$ cat src/rtl/muldiv_ctrl_if.sv
// +-----------------------------------------------------------------------+
// | muldiv_ctrl_if : pipeline- and unit-side signals of the HI/LO control |
// | Rev 1.0                                                               |
// +-----------------------------------------------------------------------+
`default_nettype none

interface muldiv_ctrl_if;
  logic        issue_valid;
  logic [5:0]  funct;
  logic [31:0] rs_data;
  logic [31:0] rt_data;
  logic [5:0]  mul_sig;
  logic [5:0]  div_sig;
  logic [31:0] unit_a;
  logic [31:0] unit_b;
  logic [63:0] mul_result;
  logic [63:0] div_result;
  logic [31:0] hi;
  logic [31:0] lo;
  logic [31:0] mf_data;
  logic        busy;
  logic        stall;

  modport slave (
    input  issue_valid, funct, rs_data, rt_data, mul_result, div_result,
    output mul_sig, div_sig, unit_a, unit_b, hi, lo, mf_data, busy, stall
  );

  modport master (
    output issue_valid, funct, rs_data, rt_data, mul_result, div_result,
    input  mul_sig, div_sig, unit_a, unit_b, hi, lo, mf_data, busy, stall
  );
endinterface

`default_nettype wire

$ cat src/rtl/muldiv_ctrl.sv
// +-----------------------------------------------------------------------+
// | muldiv_ctrl : sequences the iterative MULTU/DIVU units, owns HI/LO    |
// | Rev 1.0                                                               |
// +-----------------------------------------------------------------------+
`default_nettype none

module muldiv_ctrl #(
  parameter int         MUL_CYCLES = 33,
  parameter int         DIV_CYCLES = 33,
  parameter logic [5:0] F_MULTU    = 6'b011001,
  parameter logic [5:0] F_DIVU     = 6'b011011,
  parameter logic [5:0] F_MFHI     = 6'b010000,
  parameter logic [5:0] F_MFLO     = 6'b010010
) (
  input  logic          clk,
  input  logic          rst,
  muldiv_ctrl_if.slave  bus
);

  localparam int MAX_CYC = (MUL_CYCLES > DIV_CYCLES) ? MUL_CYCLES : DIV_CYCLES;
  localparam int CNT_W   = $clog2(MAX_CYC + 1);

  typedef enum logic [1:0] {
    S_IDLE    = 2'd0,
    S_MUL_RUN = 2'd1,
    S_DIV_RUN = 2'd2,
    S_CAPTURE = 2'd3
  } state_t;

  state_t             r_state, w_state_nx;
  logic [CNT_W-1:0]   r_cnt, w_cnt_nx;
  logic               r_sel_div, w_sel_div_nx;
  logic [5:0]         r_mul_sig, w_mul_sig_nx;
  logic [5:0]         r_div_sig, w_div_sig_nx;
  logic [31:0]        r_unit_a, w_unit_a_nx;
  logic [31:0]        r_unit_b, w_unit_b_nx;
  logic [31:0]        r_hi, w_hi_nx;
  logic [31:0]        r_lo, w_lo_nx;

  logic w_is_multu, w_is_divu, w_is_mfhi, w_is_mflo, w_hl_op, w_busy;

  assign w_is_multu = bus.issue_valid && (bus.funct == F_MULTU);
  assign w_is_divu  = bus.issue_valid && (bus.funct == F_DIVU);
  assign w_is_mfhi  = bus.issue_valid && (bus.funct == F_MFHI);
  assign w_is_mflo  = bus.issue_valid && (bus.funct == F_MFLO);
  assign w_hl_op    = w_is_multu || w_is_divu || w_is_mfhi || w_is_mflo;
  assign w_busy     = (r_state != S_IDLE);

  always_ff @(posedge clk) begin
    if (rst) begin
      r_state   <= S_IDLE;
      r_cnt     <= '0;
      r_sel_div <= 1'b0;
      r_mul_sig <= '0;
      r_div_sig <= '0;
      r_unit_a  <= '0;
      r_unit_b  <= '0;
      r_hi      <= '0;
      r_lo      <= '0;
    end else begin
      r_state   <= w_state_nx;
      r_cnt     <= w_cnt_nx;
      r_sel_div <= w_sel_div_nx;
      r_mul_sig <= w_mul_sig_nx;
      r_div_sig <= w_div_sig_nx;
      r_unit_a  <= w_unit_a_nx;
      r_unit_b  <= w_unit_b_nx;
      r_hi      <= w_hi_nx;
      r_lo      <= w_lo_nx;
    end
  end

  always_comb begin
    w_state_nx   = r_state;
    w_cnt_nx     = r_cnt;
    w_sel_div_nx = r_sel_div;
    w_mul_sig_nx = '0;
    w_div_sig_nx = '0;
    w_unit_a_nx  = r_unit_a;
    w_unit_b_nx  = r_unit_b;
    w_hi_nx      = r_hi;
    w_lo_nx      = r_lo;
    case (r_state)
      S_IDLE: begin
        if (w_is_multu) begin
          w_unit_a_nx  = bus.rs_data;
          w_unit_b_nx  = bus.rt_data;
          w_cnt_nx     = CNT_W'(MUL_CYCLES);
          w_mul_sig_nx = F_MULTU;
          w_sel_div_nx = 1'b0;
          w_state_nx   = S_MUL_RUN;
        end else if (w_is_divu && (bus.rt_data != 32'd0)) begin
          w_unit_a_nx  = bus.rs_data;
          w_unit_b_nx  = bus.rt_data;
          w_cnt_nx     = CNT_W'(DIV_CYCLES);
          w_div_sig_nx = F_DIVU;
          w_sel_div_nx = 1'b1;
          w_state_nx   = S_DIV_RUN;
        end else if (w_is_divu) begin
          // Divide by zero resolves immediately without touching the divider.
          w_hi_nx = bus.rs_data;
          w_lo_nx = 32'hFFFF_FFFF;
        end
      end
      S_MUL_RUN, S_DIV_RUN: begin
        w_cnt_nx = r_cnt - CNT_W'(1);
        if (r_cnt == CNT_W'(1)) begin
          w_state_nx = S_CAPTURE;
        end
      end
      S_CAPTURE: begin
        {w_hi_nx, w_lo_nx} = r_sel_div ? bus.div_result : bus.mul_result;
        w_state_nx         = S_IDLE;
      end
      default: w_state_nx = S_IDLE;
    endcase
  end

  assign bus.mul_sig = r_mul_sig;
  assign bus.div_sig = r_div_sig;
  assign bus.unit_a  = r_unit_a;
  assign bus.unit_b  = r_unit_b;
  assign bus.hi      = r_hi;
  assign bus.lo      = r_lo;
  assign bus.busy    = w_busy;
  assign bus.stall   = w_hl_op && w_busy;
  assign bus.mf_data = w_is_mfhi ? r_hi : (w_is_mflo ? r_lo : 32'd0);

endmodule

`default_nettype wire

$ cat src/flat_wrapper.sv
// flat-port wrapper written by rule: the top's interface ports become plain ports
module muldiv_ctrl_flat 
#(
  parameter int         MUL_CYCLES = 33,
  parameter int         DIV_CYCLES = 33,
  parameter logic [5:0] F_MULTU    = 6'b011001,
  parameter logic [5:0] F_DIVU     = 6'b011011,
  parameter logic [5:0] F_MFHI     = 6'b010000,
  parameter logic [5:0] F_MFLO     = 6'b010010
)
  (clk, rst, bus_issue_valid, bus_funct, bus_rs_data, bus_rt_data, bus_mul_result, bus_div_result, bus_mul_sig, bus_div_sig, bus_unit_a, bus_unit_b, bus_hi, bus_lo, bus_mf_data, bus_busy, bus_stall);
  muldiv_ctrl_if bus_i ();
  input  logic clk;
  input  logic rst;
  input wire logic [$bits(bus_i.issue_valid)-1:0] bus_issue_valid;
  input wire logic [$bits(bus_i.funct)-1:0] bus_funct;
  input wire logic [$bits(bus_i.rs_data)-1:0] bus_rs_data;
  input wire logic [$bits(bus_i.rt_data)-1:0] bus_rt_data;
  input wire logic [$bits(bus_i.mul_result)-1:0] bus_mul_result;
  input wire logic [$bits(bus_i.div_result)-1:0] bus_div_result;
  output wire logic [$bits(bus_i.mul_sig)-1:0] bus_mul_sig;
  output wire logic [$bits(bus_i.div_sig)-1:0] bus_div_sig;
  output wire logic [$bits(bus_i.unit_a)-1:0] bus_unit_a;
  output wire logic [$bits(bus_i.unit_b)-1:0] bus_unit_b;
  output wire logic [$bits(bus_i.hi)-1:0] bus_hi;
  output wire logic [$bits(bus_i.lo)-1:0] bus_lo;
  output wire logic [$bits(bus_i.mf_data)-1:0] bus_mf_data;
  output wire logic [$bits(bus_i.busy)-1:0] bus_busy;
  output wire logic [$bits(bus_i.stall)-1:0] bus_stall;
  assign bus_i.issue_valid = bus_issue_valid;
  assign bus_i.funct = bus_funct;
  assign bus_i.rs_data = bus_rs_data;
  assign bus_i.rt_data = bus_rt_data;
  assign bus_i.mul_result = bus_mul_result;
  assign bus_i.div_result = bus_div_result;
  assign bus_mul_sig = bus_i.mul_sig;
  assign bus_div_sig = bus_i.div_sig;
  assign bus_unit_a = bus_i.unit_a;
  assign bus_unit_b = bus_i.unit_b;
  assign bus_hi = bus_i.hi;
  assign bus_lo = bus_i.lo;
  assign bus_mf_data = bus_i.mf_data;
  assign bus_busy = bus_i.busy;
  assign bus_stall = bus_i.stall;
  muldiv_ctrl #(.MUL_CYCLES(MUL_CYCLES), .DIV_CYCLES(DIV_CYCLES), .F_MULTU(F_MULTU), .F_DIVU(F_DIVU), .F_MFHI(F_MFHI), .F_MFLO(F_MFLO)) u_core (.clk(clk), .rst(rst), .bus(bus_i));
endmodule
$ cat config.mk
export PLATFORM = sky130hd
export DESIGN_NAME = muldiv_ctrl_flat
export DESIGN_NICKNAME = d
export VERILOG_FILES = /design/src/rtl/muldiv_ctrl_if.sv /design/src/rtl/muldiv_ctrl.sv /design/src/flat_wrapper.sv
export SDC_FILE = /design/constraint.sdc
export NUM_CORES = 1
export LEC_CHECK = 0
export CAP_MARGIN = 20
export CORE_MARGIN = 4
export CORE_UTILIZATION = 24
export CTS_CLUSTER_SIZE = 10
export DETAILED_ROUTE_END_ITERATION = 10
export GPL_ROUTABILITY_DRIVEN = 0
export PLACE_DENSITY = 0.59
export SYNTH_ARGS = -nofsm -noshare
export SYNTH_HDL_FRONTEND = slang
export SYNTH_SLANG_ARGS = --single-unit
export TNS_END_PERCENT = 30
$ cat constraint.sdc
create_clock -name clk -period 2.1 [get_ports clk]
set_clock_uncertainty 0.15 [all_clocks]
set_input_delay 0.42 -clock clk [delete_from_list [all_inputs] [get_ports clk]]
set_output_delay 0.42 -clock clk [all_outputs]
set_load 0.005 [all_outputs]
==> results of run 1 <==
through the flow:
step	total power, W	area [um^2]	hold WS, ps
final	0.007379	12430	105.4
after global routing	0.007702	12430	94.02
after CTS	0.007433	12150	89.79
after detailed placement	0.004280	11320	295.7
after global placement	0.004272	11320	290.0
after floorplan	0.003447	6770	293.5
cell families (layout without fill, tap and decap cells):
logic type / count (synthesis) / count (layout)
AND/OR/NAND/NOR: 267 / 267
AO/OA/AOI/OAI: 224 / 224
flip-flops: 139 / 139
multiplexers: 96 / 96
buffers and inverters: 87 / 511
adder cells (fa/ha/maj): 5 / 5
other: 1 / 6
worst paths after layout:
kind,startpoint,to,depth (start not counted),slack [ps]
setup reg to reg,u_core.r_state[0],u_core.bus.unit_b[11],8,60
hold / removal,rst,u_core.r_sel_div,2,110
setup / recovery,bus_funct[5],bus_mf_data[21],8,-200
hold reg to reg,u_core.bus.unit_a[14],u_core.bus.unit_a[14],2,300
final cells by class:
class / instances / area share (%)
flip-flops and latches: 139 / 22.42
well taps: 378 / 3.805
clock buffers: 19 / 3.644
diodes: 1 / 0.02013
repair buffers: 469 / 38.78
inverters: 10 / 0.3020
multi-input cells: 597 / 29.79
clock inverters: 13 / 1.238
cells in the mapped netlist (all sizes together):
library cell,n
o211a,1
o21ai,35
clkbuf,36
conb,1
and4,2
or2,1
mux2i,96
or3,3
a31o,3
a21oi,133
nand2,198
a31oi,6
nor2,39
nor4,9
o2111ai,1
nor3,5
o211ai,32
a21bo,1
nand3,4
a22o,1
a211oi,1
o31ai,2
buf,41
a22oi,1
nand2b,1
inv,10
o221a,2
dfxtp,139
nor2b,2
a211o,2
o32ai,2
nand4,2
nand4bb,1
ha,5
a2bb2oi,1
metal layers:
metal	wire length [um]	vias up	track usage [%]
met1	13090	3530	22.45
li1	-	3667	-
met2	15070	247	31.83
met4	488	0	4.938
met3	1761	32	4.240
met5	0	-	0
placed cells by master, fill, tap and decap left out, types with 4 or more instances in the layout:
cell type,n
nor3_1,5
buf_16,5
a21oi_2,26
nor2_4,5
nor4_2,7
dlygate4sd2_1,29
nand3_1,4
dfxtp_1,138
inv_6,5
buf_4,63
mux2i_1,96
clkdlybuf4s15_2,15
buf_12,21
nand2_1,197
inv_1,8
o211ai_1,32
conb_1,5
buf_2,16
clkdlybuf4s50_1,296
buf_6,8
o21ai_1,33
clkbuf_16,21
nor2_1,22
a21oi_1,107
dlymetal6s2s_1,5
nor2_2,12
clkinv_4,4
a31oi_1,4
sequential cells by signal, indices dropped and copies added, names as in the netlist:
signal,count
u_core.r_state,2
u_core.bus.hi,32
u_core.bus.div_sig,1
u_core.bus.mul_sig,1
u_core.r_cnt,6
u_core.bus.lo,32
u_core.bus.unit_a,32
u_core.bus.unit_b,32
u_core.r_sel_div,1
repair_timing:
action / CTS / global route
gates cloned: 5 / 4
hold endpoints to repair: 0 / 0
endpoints found under the setup margin: 170 / 152
buffers inserted: 7 / 8
pin swaps: 26 / 13
resized for setup: 181 / 39
report_power, final:
| part | internal, W | leakage, nW | switching [W] |
|---|---|---|---|
| combinational | 0.000811 | 2.95 | 0.000638 |
| sequential | 0.00274 | 1.12 | 0.0000759 |
| clock | 0.00184 | 0.292 | 0.00128 |
| total | 0.00539 | 4.37 | 0.00199 |
worst max-delay path, cell delays in order:
cell,delay (ps)
buf_6,90
nand4bb_4,210
or3_4,430
buf_8,150
buf_6,120
buf_6,110
nor2_4,80
buf_2,110
==> flow_summary.toml, run 1 <==
[outcome]
status = "finished with violations"
violations = "negative setup slack"

[route]
drc_errors = 0
vias = 7476
routedWlPerCell_um = 18.70
routed_wl_mm = 30.41
drt_iter0_drc = 308
vias_per_cell = 4.598
detail-route-antenna-nets = 0
firstDrtPassIters = 5

[yosys]
yosys.area_share.simple_pct = 16.17
synth_mux_area_share_pct = 14.22
synth_cells = 819
syn_area_per_cell_um2 = 8.248
synth_compound_area_share_pct = 20.49
yosysTopAreaCell = "dfxtp_1"
synth_seq_cells = 139
synth-xor-area-share_pct = 0
synth_cell_type_count = 43
synth_top_family_by_area = "compound AO/OA/AOI/OAI gates"
synthTopCellsByArea = "dfxtp_1, mux2i_1, nand2_1"
netlist_area_mm2 = 0.006755
seq_area_frac_synth_pct = 41.19
ys_warn_count = 0
synthAdderAreaFrac_pct = 0.9261
synth.top_cell.area_share_pct = 41.19

[worst_setup_path]
arrival_ps = 1730
worstSetupEndpointType = "primary output"
critical_path_class = "primary input to primary output"
worstPathRequired_ps = 1530
cp_max_fo = 3
cp-start-kind = "primary input"

[timing]
finalCritPeriodShare_pct = 109.4
max_freq_mhz = 435.3
rsz0062_at_grt = "yes"
timing.final.ws_setup_ps = -197.1
fin_tns_setup_ps = -3890
setup_violations = 33
finalHoldViolations = 0
period_needed_ps = 2297
drv_slew = 0

[pwr]
ir_drop_uv = 448.4
pwr_density_cell_mw_per_mm2 = 593.7
leakage_nw = 4.367

[worst_hold_path]
holdCritPathClass = "primary input to flip-flop"

[clock_tree]
clk_path_buf_depth = 2
clk_pin_slew_worst_paths_ps = 60
cts.sinks = 139
cts_inserted_buffers = 17
cts_tree = "done"
cts_hold_buffers = 0
insertion_delay_ps = 420
root_buffer = "clkbuf_16"
htree_levels = 4

[die]
die_h_um = 175.8
coreArea_mm2 = 0.02778
die_w_um = 175.8
num_rows = 61
dieArea_mm2 = 0.03090
ioPinCount = 375
initial_core_util_pct = 24.32

[placement]
port_buffers = 369
post-place-ws_ps = -848.7
dp.cells = 1570
hpwlAfterDp_mm = 21.71

[grt]
antenna_found_initial = 1
global_route.overflow_total = 0
track_usage_pct = 18.19
grt_first_pass_wirelength_mm = 43.86
first_global_vias = 7415
grt_max_degree = 66

[layout]
multiInputGateArea_mm2 = 0.003702
syn2layout_area_growth_pct = 83.98
fin_util_pct = 44.74
nFillCells = 2825
ff_latch_area_mm2 = 0.002786
instances_no_fill = 1626
nets = 1440
drive_gt1_share_pct = 19.09

[job]
drv_cap = 0
Note: power is estimated with default switching activity, not from simulation.
==> inputs of run 2 (changes only) <==
--- a/config.mk
+++ b/config.mk
@@ -7,11 +7,11 @@
 export LEC_CHECK = 0
 export CAP_MARGIN = 20
 export CORE_MARGIN = 4
-export CORE_UTILIZATION = 24
+export CORE_UTILIZATION = 34
 export CTS_CLUSTER_SIZE = 10
 export DETAILED_ROUTE_END_ITERATION = 10
 export GPL_ROUTABILITY_DRIVEN = 0
-export PLACE_DENSITY = 0.59
+export PLACE_DENSITY = 0.78
 export SYNTH_ARGS = -nofsm -noshare
 export SYNTH_HDL_FRONTEND = slang
 export SYNTH_SLANG_ARGS = --single-unit
==> flow_summary.toml, run 2 (synthesized netlist as in run 1, its figures left out) <==
[job]
drv_cap = 0

[timing]
setup_violations = 32
finalHoldViolations = 0
max_freq_mhz = 397.7
finalCritPeriodShare_pct = 119.7
rsz0062_at_grt = "yes"
period_needed_ps = 2514
hold_slack_ps = 163.9
timing.final.ws_setup_ps = -414.4
drv_slew = 0

[clock_tree]
htree_levels = 4
root_buffer = "clkbuf_16"
cts_inserted_buffers = 17
cts_tree = "done"
clk_pin_slew_worst_paths_ps = 60
cts.sinks = 139
insertion_delay_ps = 410
clk_path_buf_depth = 2

[placement]
port_buffers = 369
hpwlAfterDp_mm = 20.08

[die]
initial_core_util_pct = 34.60
die_h_um = 149.0
dieArea_mm2 = 0.02219
coreArea_mm2 = 0.01953
die_w_um = 149.0
ioPinCount = 375
num_rows = 51

[pwr]
pwr_density_cell_mw_per_mm2 = 613.7
leakage_nw = 4.374
ir_drop_uv = 517.6

[worst_setup_path]
ff2ff_setup_slack_ps = 50
critical_path_class = "primary input to primary output"
crit_start = "bus_funct[5]"
arrival_ps = 1940
worstPathRequired_ps = 1530
reg2reg_from = "u_core.r_state[0]"
cp-start-kind = "primary input"
cp_max_fo = 2
worstSetupEndpointType = "primary output"

[outcome]
status = "finished with violations"
violations = "negative setup slack"

[layout]
fin_util_pct = 63.10
ff_latch_area_mm2 = 0.002786
layout_common_cells = "clkdlybuf4s50_1, nand2_1, dfxtp_1, a21oi_1, mux2i_1"
nets = 1429
syn2layout_area_growth_pct = 82.40
drive_gt1_share_pct = 19.66
layout_commonest_cell = "clkdlybuf4s50_1"
multiInputGateArea_mm2 = 0.003839
nFillCells = 1637

[route]
vias_per_cell = 5.074
firstDrtPassIters = 6
drt_iter0_drc = 655
routedWlPerCell_um = 19.69
routed_wl_mm = 29.57
vias = 7621
drc_errors = 0
detail-route-antenna-nets = 0

[worst_hold_path]
holdCritPathClass = "primary input to flip-flop"
hp-start = "bus_rt_data[4]"

[grt]
track_usage_pct = 24.75
grt_first_pass_wirelength_mm = 42.67
global_route.overflow_total = 0
first_global_vias = 7701
grt_max_degree = 66
antenna_found_initial = 1
run 2: critical path, stage by stage:
cell,delay [ps]
buf_6,90
nand4bb_4,210
or3_4,400
buf_12,140
buf_8,120
buf_16,120
buf_8,120
buf_6,110
a21oi_2,90
buf_2,120
run 2: path summary, 6_finish.rpt:
kind	to	cells past startpoint
max	bus_stall	10
min	u_core.bus.unit_b[4]	3
max reg2reg	u_core.bus.hi[22]	9
min reg2reg	u_core.bus.unit_a[0]	2
run 2: final cells by class:
cell class,count,area share [%]
clock buffer,19,3.513
clock inverter,13,1.726
tap,265,2.691
sequential,139,22.61
inverter,10,0.3046
antenna,1,0.02031
timing repair buffer,458,37.98
multi-input combinational,597,31.15
run 2: power breakdown:
| group | total (W) | switching (W) | internal, W |
|---|---|---|---|
| logic | 0.00141 | 0.000651 | 0.000758 |
| registers | 0.00281 | 0.0000749 | 0.00274 |
| clock network | 0.00334 | 0.00122 | 0.00212 |
| total | 0.00756 | 0.00194 | 0.00562 |
run 2: per-stage QoR:
step | instances | setup WS (ps) | setup TNS, ps | area (um^2) | total power, W
5_1_grt | 1502 | -460.3 | -10510 | 12320 | 0.007833
2_1_floorplan | 823 | 13.52 | 0 | 6770 | 0.003447
3_3_place_gp | 1436 | -739.3 | -91400 | 11000 | 0.004197
6_report | 1502 | -414.4 | -8211 | 12320 | 0.007562
4_1_cts | 1493 | -435.5 | -8301 | 12030 | 0.007558
3_5_place_dp | 1436 | -746.2 | -101040 | 11000 | 0.004219
run 2: what timing repair did:
item,in CTS,in global routing
resized for setup,225,57
cloned,6,2
hold buffers,0,0
pin swaps,20,35
setup endpoints to repair,170,169
buffers inserted,19,9
run 2: routing by layer:
metal	part of all wire, %	up-vias	routed length [um]	track usage (%)
met5	0	-	0	0
met4	3.2	0	958	9.153
met3	6.7	55	1984	5.925
met2	51	341	14970	43.58
met1	39	3572	11660	29.24
li1	-	3653	-	-
==> inputs of run 3 (changes only) <==
--- a/config.mk
+++ b/config.mk
@@ -5,7 +5,6 @@
 export SDC_FILE = /design/constraint.sdc
 export NUM_CORES = 1
 export LEC_CHECK = 0
-export CAP_MARGIN = 20
 export CORE_MARGIN = 4
 export CORE_UTILIZATION = 34
 export CTS_CLUSTER_SIZE = 10
@@ -15,4 +14,4 @@
 export SYNTH_ARGS = -nofsm -noshare
 export SYNTH_HDL_FRONTEND = slang
 export SYNTH_SLANG_ARGS = --single-unit
-export TNS_END_PERCENT = 30
+export TNS_END_PERCENT = 20
==> flow_summary.toml, run 3 (synthesized netlist as in run 1, its figures left out) <==
[timing]
rsz0062_at_grt = "yes"
finalHoldViolations = 0
setup_violations = 33
finalCritPeriodShare_pct = 120.4
period_needed_ps = 2528
drv_slew = 0
timing.final.ws_setup_ps = -427.6
max_freq_mhz = 395.6

[die]
die_w_um = 149.0
coreArea_mm2 = 0.01953
dieArea_mm2 = 0.02219
die_h_um = 149.0
ioPinCount = 375
initial_core_util_pct = 34.60
num_rows = 51

[outcome]
status = "finished with violations"
violations = "negative setup slack"

[layout]
layout_common_cells = "clkdlybuf4s50_1, nand2_1, dfxtp_1, a21oi_1, mux2i_1"
drive_gt1_share_pct = 20.73
syn2layout_area_growth_pct = 85.16
layout_commonest_cell = "clkdlybuf4s50_1"
nets = 1433
nFillCells = 1620

[worst_setup_path]
worstSetupEndpointType = "primary output"
arrival_ps = 1960
path_depth = 10
critPathTopFamily = "buffers and inverters"
max_stage_delay_ps = 400
worstPathRequired_ps = 1530
critical_path_class = "primary input to primary output"
reg2reg_depth = 9
cp-start-kind = "primary input"
worstPathBufferInverterCount = 7
cp_slowest_cell = "or3_4"
worstPathCellList = "buf_6 -> nand4bb_4 -> or3_4 -> buf_12 -> buf_8 -> buf_16 -> buf_8 -> buf_6 -> a21oi_2 -> buf_2"
cp_max_fo = 2

[clock_tree]
cts.sinks = 139
cts_inserted_buffers = 17
htree_levels = 4
clk_path_buf_depth = 2
cts_hold_buffers = 0
root_buffer = "clkbuf_16"
insertion_delay_ps = 410
cts_tree = "done"
clk_pin_slew_worst_paths_ps = 60

[pwr]
ir_drop_uv = 518.2
pwr_density_cell_mw_per_mm2 = 607.1
leakage_nw = 4.568
finalPower_w = 0.007594

[route]
routedWlPerCell_um = 20.34
met1_length_mm = 11.70
vias_per_cell = 5.175
vias = 7794
drt_iter0_drc = 531
detail-route-antenna-nets = 0
routed_wl_mm = 30.64
met2_length_mm = 15.51
drc_errors = 0
firstDrtPassIters = 5
dr_wl_met3_mm = 2.416
top_layer = "met4"

[placement]
post-place-ws_ps = -746.2
hpwlAfterDp_mm = 20.08
port_buffers = 369

[grt]
grt_max_degree = 66
global_route.overflow_total = 0
grt_first_pass_wirelength_mm = 42.78
track_usage_pct = 24.82
first_global_vias = 7704
antenna_found_initial = 1

[worst_hold_path]
holdCritPathClass = "primary input to flip-flop"
hold_depth = 3

[job]
drv_cap = 0
[run 3: changes by cell type in the layout (fill, tap and decap cells not counted), moves of 3 or more]
cell | previous run | this run
dlymetal6s2s_1 | 5 | 24
clkbuf_2 | 0 | 3
clkdlybuf4s15_1 | 1 | 4
a21oi_2 | 27 | 30
a21oi_1 | 106 | 103
dlygate4sd2_1 | 28 | 4
[run 3: worst min-delay path: stages]
cell	delay [ps]
clkbuf_2	130
nand2_1	80
a21oi_2	50
[run 3: through the flow]
stage               std cells  utilization, %  area [um^2]  setup TNS (ps)  hold WS [ps]
floorplan                 823               -         6770               0         293.5
global placement         1436           56.32        11000          -91400         291.1
detailed placement       1436           56.32        11000         -101040         295.5
CTS                      1491           61.67        12040           -9551         197.0
global route             1506           64.06        12510          -10660         146.2
finish                   1506           64.06        12510           -9284         153.6
[run 3: final cells by class]
| cell class | instances | area (um^2) | share of cell area, % |
|---|---|---|---|
| clock buffer | 19 | 432.9 | 3.461 |
| inverter | 10 | 37.54 | 0.3001 |
| clock inverter | 13 | 212.7 | 1.701 |
| antenna | 1 | 2.502 | 0.02001 |
| timing repair buffer | 462 | 4843 | 38.72 |
| sequential | 139 | 2786 | 22.28 |
| tap | 265 | 331.6 | 2.651 |
| multi-input combinational | 597 | 3861 | 30.87 |
[run 3: worst paths after layout]
path              slack, ps                 start               endpoint
setup / recovery       -430          bus_funct[5]              bus_stall
hold / removal          150       bus_rt_data[10]  u_core.bus.unit_b[10]
setup reg to reg         20     u_core.r_state[0]   u_core.bus.unit_b[0]
hold reg to reg         300  u_core.bus.unit_a[1]   u_core.bus.unit_a[1]
[run 3: what timing repair did]
item,4_1_cts,5_1_grt
cloned,6,5
pin swaps,16,34
endpoints found under the setup margin,170,169
gates resized for setup,207,93
setup buffers,17,12
[run 3: power breakdown]
group | switching [W] | leakage [nW] | internal (W) | total (W)
registers | 0.0000750 | 1.12 | 0.00274 | 0.00281
clock network | 0.00122 | 0.313 | 0.00212 | 0.00334
logic | 0.000664 | 3.13 | 0.000775 | 0.00144
total | 0.00196 | 4.57 | 0.00564 | 0.00759
[run 3: routing by layer]
metal  track usage, %  vias to the layer above
li1                 -                     3662
met1            29.25                     3675
met2            43.74                      387
met3            6.199                       70
met4            8.879                        0
met5                0                        -
